File: src/rtl/countdown_timer_pkg.sv
// countdown_timer_pkg: state encoding, BCD limit and digit clamp shared by the timer files
package countdown_timer_pkg;
  typedef enum logic [1:0] {
    IDLE    = 2'd0,
    RUN     = 2'd1,
    PAUSE   = 2'd2,
    EXPIRED = 2'd3
  } state_t;
  localparam logic [3:0] BCD_MAX = 4'd9;
  function automatic logic [3:0] clamp_bcd(input logic [3:0] d);
    return d > BCD_MAX ? BCD_MAX : d;
  endfunction
endpackage

File: src/rtl/countdown_timer_if.sv
// countdown_timer_if: control inputs and display/pulse outputs of the round timer
// master drives clear_time/load/load_tens/load_ones/start/pause and observes
// tens/ones/tick/time_up/running; slave is the timer side
interface countdown_timer_if;
  logic       clear_time;
  logic       load;
  logic [3:0] load_tens;
  logic [3:0] load_ones;
  logic       start;
  logic       pause;
  logic [3:0] tens;
  logic [3:0] ones;
  logic       tick;
  logic       time_up;
  logic       running;
  modport master (
    output clear_time, load, load_tens, load_ones, start, pause,
    input  tens, ones, tick, time_up, running
  );
  modport slave (
    input  clear_time, load, load_tens, load_ones, start, pause,
    output tens, ones, tick, time_up, running
  );
endinterface

File: src/rtl/countdown_timer_tick_prescaler.sv
// tick_prescaler: counts enabled clk cycles, pulses wrap on the cycle the count hits DIV-1
// ports: clk, rst (async active-low), en (count enable, count held when low),
// clr (sync zero, overrides en), wrap (high while enabled at DIV-1)
module tick_prescaler #(
  parameter int DIV   = 50000000,
  parameter int DIV_W = 26
) (
  input  logic clk,
  input  logic rst,
  input  logic en,
  input  logic clr,
  output logic wrap
);
  logic [DIV_W-1:0] cnt;
  assign wrap = en && cnt == DIV_W'(DIV - 1);
  always_ff @(posedge clk or negedge rst)
    if (!rst) cnt <= '0;
    else if (clr) cnt <= '0;
    else if (en) cnt <= wrap ? '0 : cnt + DIV_W'(1);
endmodule

File: src/rtl/countdown_timer.sv
// countdown_timer: two-digit BCD round timer counting down once per DIV clk cycles
// ports: clk, rst (async active-low), bus (countdown_timer_if.slave) carrying
// clear_time/load/load_tens/load_ones/start/pause in and tens/ones/tick/time_up/running out
module countdown_timer
  import countdown_timer_pkg::*;
#(
  parameter int DIV   = 50000000,
  parameter int DIV_W = 26
) (
  input logic              clk,
  input logic              rst,
  countdown_timer_if.slave bus
);
  state_t     state, nxt_state;
  logic [3:0] nxt_tens, nxt_ones;
  logic       nxt_tick, nxt_up, en, clr, wrap, nonzero;
  assign nonzero = (bus.tens | bus.ones) != 4'd0;
  // en/clr depend only on registered state and inputs so wrap never feeds back into them
  assign en  = state == RUN && !bus.pause && !bus.clear_time;
  assign clr = bus.clear_time || (state == IDLE && !bus.load && bus.start && nonzero);
  tick_prescaler #(.DIV(DIV), .DIV_W(DIV_W)) u_pre (
    .clk (clk),
    .rst (rst),
    .en  (en),
    .clr (clr),
    .wrap(wrap)
  );
  always_comb begin
    nxt_state = state;
    nxt_tens  = bus.tens;
    nxt_ones  = bus.ones;
    nxt_tick  = 1'b0;
    nxt_up    = 1'b0;
    if (bus.clear_time) begin
      nxt_state = IDLE;
      nxt_tens  = 4'd0;
      nxt_ones  = 4'd0;
    end else
      case (state)
        IDLE:
          if (bus.load) begin
            nxt_tens = clamp_bcd(bus.load_tens);
            nxt_ones = clamp_bcd(bus.load_ones);
          end else if (bus.start && nonzero) nxt_state = RUN;
        RUN:
          if (bus.pause) nxt_state = PAUSE;
          else if (wrap) begin
            nxt_tick = 1'b1;
            nxt_ones = bus.ones != 4'd0 ? bus.ones - 4'd1 : BCD_MAX;
            nxt_tens = bus.ones != 4'd0 ? bus.tens : bus.tens - 4'd1;
            if (bus.tens == 4'd0 && bus.ones == 4'd1) begin
              nxt_up    = 1'b1;
              nxt_state = EXPIRED;
            end
          end
        PAUSE: nxt_state = bus.start ? RUN : PAUSE;
        default:
          if (bus.load) begin
            nxt_tens  = clamp_bcd(bus.load_tens);
            nxt_ones  = clamp_bcd(bus.load_ones);
            nxt_state = IDLE;
          end
      endcase
  end
  always_ff @(posedge clk or negedge rst)
    if (!rst) begin
      state       <= IDLE;
      bus.tens    <= 4'd0;
      bus.ones    <= 4'd0;
      bus.tick    <= 1'b0;
      bus.time_up <= 1'b0;
      bus.running <= 1'b0;
    end else begin
      state       <= nxt_state;
      bus.tens    <= nxt_tens;
      bus.ones    <= nxt_ones;
      bus.tick    <= nxt_tick;
      bus.time_up <= nxt_up;
      bus.running <= nxt_state == RUN;
    end
endmodule

File: src/flat_wrapper.sv
// flat-port wrapper written by rule: the top's interface ports become plain ports
module countdown_timer_flat import countdown_timer_pkg::*;
#(
  parameter int DIV   = 50000000,
  parameter int DIV_W = 26
)
  (clk, rst, bus_clear_time, bus_load, bus_load_tens, bus_load_ones, bus_start, bus_pause, bus_tens, bus_ones, bus_tick, bus_time_up, bus_running);
  countdown_timer_if bus_i ();
  input logic clk;
  input logic rst;
  input wire logic [$bits(bus_i.clear_time)-1:0] bus_clear_time;
  input wire logic [$bits(bus_i.load)-1:0] bus_load;
  input wire logic [$bits(bus_i.load_tens)-1:0] bus_load_tens;
  input wire logic [$bits(bus_i.load_ones)-1:0] bus_load_ones;
  input wire logic [$bits(bus_i.start)-1:0] bus_start;
  input wire logic [$bits(bus_i.pause)-1:0] bus_pause;
  output wire logic [$bits(bus_i.tens)-1:0] bus_tens;
  output wire logic [$bits(bus_i.ones)-1:0] bus_ones;
  output wire logic [$bits(bus_i.tick)-1:0] bus_tick;
  output wire logic [$bits(bus_i.time_up)-1:0] bus_time_up;
  output wire logic [$bits(bus_i.running)-1:0] bus_running;
  assign bus_i.clear_time = bus_clear_time;
  assign bus_i.load = bus_load;
  assign bus_i.load_tens = bus_load_tens;
  assign bus_i.load_ones = bus_load_ones;
  assign bus_i.start = bus_start;
  assign bus_i.pause = bus_pause;
  assign bus_tens = bus_i.tens;
  assign bus_ones = bus_i.ones;
  assign bus_tick = bus_i.tick;
  assign bus_time_up = bus_i.time_up;
  assign bus_running = bus_i.running;
  countdown_timer #(.DIV(DIV), .DIV_W(DIV_W)) u_core (.clk(clk), .rst(rst), .bus(bus_i));
endmodule
File: config.mk
export PLATFORM = sky130hd
export DESIGN_NAME = countdown_timer_flat
export DESIGN_NICKNAME = d
export VERILOG_FILES = /design/src/rtl/countdown_timer_pkg.sv /design/src/rtl/countdown_timer_if.sv /design/src/rtl/countdown_timer_tick_prescaler.sv /design/src/rtl/countdown_timer.sv /design/src/flat_wrapper.sv
export SDC_FILE = /design/constraint.sdc
export NUM_CORES = 1
export LEC_CHECK = 0
export ABC_AREA = 0
export CORE_ASPECT_RATIO = 1.25
export CORE_MARGIN = 8
export CORE_UTILIZATION = 52
export DETAILED_ROUTE_END_ITERATION = 10
export GPL_ROUTABILITY_DRIVEN = 0
export GPL_TIMING_DRIVEN = 0
export HOLD_SLACK_MARGIN = 0.08
export PLACE_DENSITY = 0.83
export SYNTH_ARGS = -nofsm -noshare
export SYNTH_HDL_FRONTEND = slang
export SYNTH_HIERARCHICAL = 1
export SYNTH_SLANG_ARGS = --single-unit
File: constraint.sdc
create_clock -name clk -period 6.64 [get_ports clk]
set_clock_uncertainty 0.2 [all_clocks]
set_input_delay 0.664 -clock clk [delete_from_list [all_inputs] [get_ports clk]]
set_output_delay 0.664 -clock clk [all_outputs]
set_load 0.01 [all_outputs]
# --- Yosys cells after proc, flatten, opt, wreduce, memory -nomap -nowiden ---
# Index checks and enable logic that the tools add are counted.
word_totals:
  register_bits: 39
  latch_bits: 0
  mem_bits_rw: 0
  rom_bits: 0
  inputBits: 14
  out_inout_bits: 11
  word_cells: 77
  memories: 0
classes:
  n_addsub: 3
  n_mul: 0
  div_mod_pow: 0
  n_lt_le_gt_ge: 2
  n_eq_ne: 9
  n_shift: 0
  n_mux: 35
  bitwise_logic: 1
  reduce_logical: 20
ops:
  columns: ["cell", "n"]
  rows:
  - ["$mux 26", 3]
  - ["$mux 4", 12]
  - ["$add 26x1->26 const B", 1]
  - ["$eq 26x26->1 const B", 1]
  - ["$mux 2", 8]
  - ["$pmux 4 s2", 2]
  - ["$mux 1", 9]
  - ["$ne 3x3->1 const B", 3]
  - ["$gt 4x4->1 const B", 2]
  - ["$logic_and 1x1->1", 8]
  - ["$reduce_bool 4->1", 2]
  - ["$sub 4x1->4 const B", 2]
  - ["$pmux 2 s3", 1]
  - ["$reduce_and 5->1", 1]
  - ["$eq 2x1->1 const B", 2]
  - ["$eq 4x1->1 const B", 1]
  - ["$logic_not 4->1", 1]
  - ["$or 4x4->4", 1]
  - ["$reduce_and 4->1", 1]
  - ["$logic_not 1->1", 3]
  - ["$reduce_bool 3->1", 1]
  - ["$eq 2x2->1 const B", 1]
  - ["$logic_not 2->1", 1]
  - ["$ne 2x2->1 const B", 1]
  - ["other kinds (2)", 2]

# --- Depth between registers and ports, before layout ---
logic_depth:
  word_depth: 9
  mapped_depth: 13
  ltp_nobuf: 10

# --- Cells and area by module ---
# The synthesis kept the hierarchy.
modules_own_cells:
  columns: ["module", "instances", "cells_per_inst", "area_each_um2", "seq_area_each_um2"]
  rows:
  - ["tick_prescaler", 1, 157, 1492.7, 650.6]
  - ["countdown_timer", 1, 100, 892.1, 325.3]

# --- Least setup slack after synthesis ---
# Ideal clock, no wire load.
synth_path:
  path_type: "reg-to-reg"
  startpoint: "register u_core.state[1]"
  endpoint: "register u_core.bus.ones[1]"
  setup_ps: 138
  t_arrival_ps: 2560
  t_required_ps: 6302
  setup_slack_ps: 3742
  path_stages_with_launch: 14
  path_buffers: 3
  period_less_slack_ps: 2898
  cell_sequence: "dfrtp_1 > buf_4 > nand2b_1 > buf_2 > nor3_1 > nor4b_1 > and4_1 > nand2_1 > inv_1 > and4bb_1 > a21oi_1 > buf_2 > a221oi_1 > nor3_1"
synth_between:
  elab_chain_cells: 6
  elab_cells_between_ends: 12
  classes_between: "eq/ne (5); mux (2); reduce/logical (5)"
synth_rtl:
  columns: ["element", "line", "text"]
  rows:
  - ["from (decl)", "countdown_timer.sv:14", "state_t state, nxt_state;"]
  - ["from (signal assigned)", "countdown_timer.sv:74", "state <= nxt_state;"]
  - ["$eq 2x1->1", "countdown_timer.sv:19", "assign en = state == RUN && !bus.pause && !bus.clear_time;"]
  - ["$logic_and 1x1->1 (2 in a row)", "countdown_timer.sv:19", null]
  - ["named net u_core.en", "countdown_timer.sv:16", "logic nxt_tick, nxt_up, en, clr, wrap, nonzero;"]
  - ["$logic_and 1x1->1", "countdown_timer_tick_prescaler.sv:15", "assign wrap = en && cnt == DIV_W'(DIV - 1);"]
  - ["named net u_core.wrap", "countdown_timer.sv:16", null]
  - ["$ne 3x3->1 (no source line)", null, null]
  - ["$reduce_and 4->1 (no source line)", null, null]
  - ["to (signal assigned)", "countdown_timer.sv:76", "bus.ones <= nxt_ones;"]
  - ["to (decl)", "countdown_timer_if.sv:22", "output tens, ones, tick, time_up, running"]
# The timed path passes the listed nets, and every way through them passes these cells.
# A chain may end at the register's enable or synchronous reset.

# --- Worst setup path in the final report ---
layout_path:
  startpoint: "input port bus_pause"
  endpoint: "register u_core.bus.ones[1]"
layout_between:
  elab_chain_cells: 6
  elab_cells_between_ends: 7
  classes_between: "eq/ne (2); reduce/logical (5)"
layout_rtl:
  columns: ["element", "line", "text"]
  rows:
  - ["from (decl)", "flat_wrapper.sv:16", "input wire logic [$bits(bus_i.pause)-1:0] bus_pause;"]
  - ["$logic_not 1->1", "countdown_timer.sv:19", null]
  - ["$logic_and 1x1->1 (2 in a row)", "countdown_timer.sv:19", null]
  - ["named net u_core.en", "countdown_timer.sv:16", null]
  - ["$logic_and 1x1->1", "countdown_timer_tick_prescaler.sv:15", null]
  - ["named net u_core.wrap", "countdown_timer.sv:16", null]
  - ["$ne 3x3->1 (no source line)", null, null]
  - ["$reduce_and 4->1 (no source line)", null, null]
# The timed path passes the listed nets, and every way through them passes these cells.

==> metrics.txt <==
largest net degree at the start of global routing=40; Avg Inst Size Synth=9.28 µm²; placed insts=339; Power Internal=~0.38 mW; end-of-flow core utilization=0.631; chip height=91.7 µm; Hold-fix buffers, CTS=0; aggregate routed wire length=between 5000 and 6000 µm; global-route wire length before repair=9470 µm; clk_lat worst skew=0.29 ns; Crit. End Element=register; Final min period=3.66 ns; Worst Path Required=6.58 ns; CTS tree=built; Inserted Diodes=0; CTS H-Tree Depth=2; Flop pwr share=0.491; vias in the first global route=2,171; clock power share=0.339; CP Launch Point=bus_pause; std cell rows=27; NumNets Final=306; I/O Buffers=24; synthesized cell area=2380 µm²; Min-Delay Path Class=input pin to asynchronous set/reset pin; FMAX=273 MHz; post-CTS repair timing setup buffer count=0; period utilization=0.552; CP Max Fanout=10; share of cells above drive strength 1=0.100; Gate power share=0.169; synthesis-to-finish area growth=17.1%; P_leak=1.14 nW; Hold Vio Cnt, Final=0; TNS Setup=0 ns; Top Ports=25; CP arrival=3.61 ns; Avg Vias per Cell=6.01; R2R depth=13; Wirelength per Cell=~16 µm; DRT iter0 DRCs=93; Slew Viols, Final=0; max_cap viols=0; reg2reg start=u_core/state[1]; NetSw=0.135 mW; switching part of the total=0.264; GR Util All Layers=0.160; Synth Warn #=6; GR Overflow Total=0; Max clock buf depth=2; VDD IR max=0.112 mV; core box area=between 4000 and 5000 µm²; sequential area share after synthesis=0.409; DIE AREA=around 7000 µm²; post-synthesis instance total=257; via count=between 2,000 and 2,500; drt first pass iters=4; final std cells w/o fill=347; Worst Tran Pin Value=0.877 ns; most used flip-flop cell after synthesis=dfrtp_1; # resized after CTS=0; final setup violation count=0; reg-to-reg endpoint=u_core/bus.ones[1]; Routed Antenna Nets=0; flop2flop setup slack=3.03 ns; count of cell types in the netlist=59; CTS buffer count=5; PwrDens=183 nW/µm²; status=finished, final reports clean; flop and latch count out of synthesis=39; relative slew slack=0.416; dpl hpwl=around 3900 µm; DRC violations left=0; Post-Syn Nets=275; WS Path Type=input pin to register; Hold Slack=0.292 ns; RSZ-0062 raised after global routing=no; Clk pin slew, worst setup/hold paths=0.07 ns; startpoint types=input pin; clock sink count=39; Async S/R FF share, synth=1.00; width of the die=around 77 µm; root buffer cell=clkbuf_8; Starting Density=0.539; initial antenna violation count=0; Post-synth EDFFs=0
per-layer routing:
layer | GRT usage | vias to the layer above | wire length (µm)
li1 | - | 989 | -
met1 | 0.173 | 1016 | 2310
met2 | 0.286 | 61 | 2700
met3 | 0.0459 | 18 | 269
met4 | 0.0659 | 0 | 138
met5 | 0 | - | 0
how the worst max path moves through the flow:
stage	endpoint	cells past startpoint	slack (ns)
2_1_floorplan	u_core/bus.ones[1]	13	3.74
3_3_place_gp	u_core/bus.ones[1]	11	2.76
3_5_place_dp	u_core/bus.ones[1]	11	2.79
4_1_cts	u_core/bus.ones[1]	11	3.05
5_1_grt	u_core/bus.ones[1]	11	2.82
6_report	u_core/bus.ones[1]	11	2.98
cells in the final DEF (no fill, tap or decap), types with 4 or more instances in the layout:
master and count:
nor3_1 8, nand2_1 16, clkbuf_8 7, o21ai_1 4, clkbuf_1 5, dfrtp_1 39
buf_2 6, and3_1 5, clkdlybuf4s50_1 23, xor2_1 14, nor4_1 4, o21ai_0 4
and2_1 4, ha_1 4, inv_1 10, nand4_1 9, nor2_1 26, xnor2_1 7
nand2b_1 4, a21oi_1 16, nand3_1 16
synthesized netlist by cell type, types with 2 or more instances:
cell type / n / area [µm²]
o21ai_1: 4 / 20.0
nor4_2: 2 / 25.0
nor2_2: 2 / 12.5
a21oi_2: 2 / 17.5
nor2b_1: 2 / 12.5
a22oi_1: 2 / 15.0
xor2_1: 14 / 123
nand2b_1: 4 / 25.0
nor3_1: 8 / 40.0
mux2_1: 2 / 22.5
inv_1: 10 / 37.5
a31oi_1: 2 / 12.5
a21o_1: 3 / 22.5
dfrtp_1: 39 / 976
ha_1: 4 / 50.1
nand2_1: 16 / 60.1
nand3_1: 16 / 80.1
nor4_1: 4 / 25.0
or3_1: 3 / 18.8
nor2_1: 26 / 97.6
and2_1: 4 / 25.0
nor4_4: 2 / 42.5
o21ai_0: 4 / 20.0
xnor2_1: 7 / 61.3
and4_1: 3 / 26.3
o21a_1: 3 / 22.5
a21oi_1: 16 / 80.1
nand4b_1: 3 / 26.3
nand4_1: 9 / 56.3
buf_2: 5 / 25.0
clkbuf_1: 4 / 15.0
and3_1: 5 / 31.3
final cells by class:
| class | instances | area (µm²) |
|---|---|---|
| fill | 374 | 1630 |
| sequential | 39 | 976 |
| inverter | 10 | 37.5 |
| buffer | 11 | 58.8 |
| clock buffer | 8 | 100 |
| tap | 58 | 72.6 |
| timing repair buffer | 24 | 235 |
| multi-input combinational | 197 | 1310 |
power groups by stage:
stage               logic (mW)  clock network [mW]  registers [mW]
floorplan               0.0481                   0           0.257
global placement        0.0843                   0           0.256
detailed placement      0.0857                   0           0.256
CTS                     0.0863               0.179           0.251
global route            0.0952               0.192           0.252
finish                  0.0866               0.174           0.251
critical path, cell delays in order:
cell,delay (ns)
clkdlybuf4s50_1,0.47
nor3_1,0.65
nor4b_1,0.38
and4_1,0.31
nand2_1,0.14
inv_1,0.13
and4bb_1,0.23
a21oi_1,0.09
buf_2,0.22
a221oi_1,0.23
nor3_1,0.09
sequential cells by signal, indices dropped and copies added, names as in the netlist:
signal              flops
u_core/u_pre/cnt       26
u_core/bus.ones         4
u_core/state            2
u_core/bus.running      1
u_core/bus.tick         1
u_core/bus.time_up      1
u_core/bus.tens         4
per-stage QoR:
stage	power, mW	setup slack [ns]	instance area, µm²
after global routing	0.540	2.82	2790
after floorplan	0.305	3.74	2380
after global placement	0.340	2.76	2700
final	0.512	2.98	2790
after detailed placement	0.342	2.79	2690
after CTS	0.516	3.05	2790
logic make-up (layout without fill, tap and decap cells):
logic type                 Yosys count  in the layout  synth area share
AOI/OAI and AO/OA                   47             47             0.130
xor gates and xnor gates            21             21            0.0771
adders and majority gates            4              4            0.0210
buffers and inverters               21             53            0.0404
DFF                                 39             39             0.409
muxes                                3              3            0.0136
and+or+nand+nor                    122            122             0.309
Note: power is estimated with default switching activity, not from simulation.
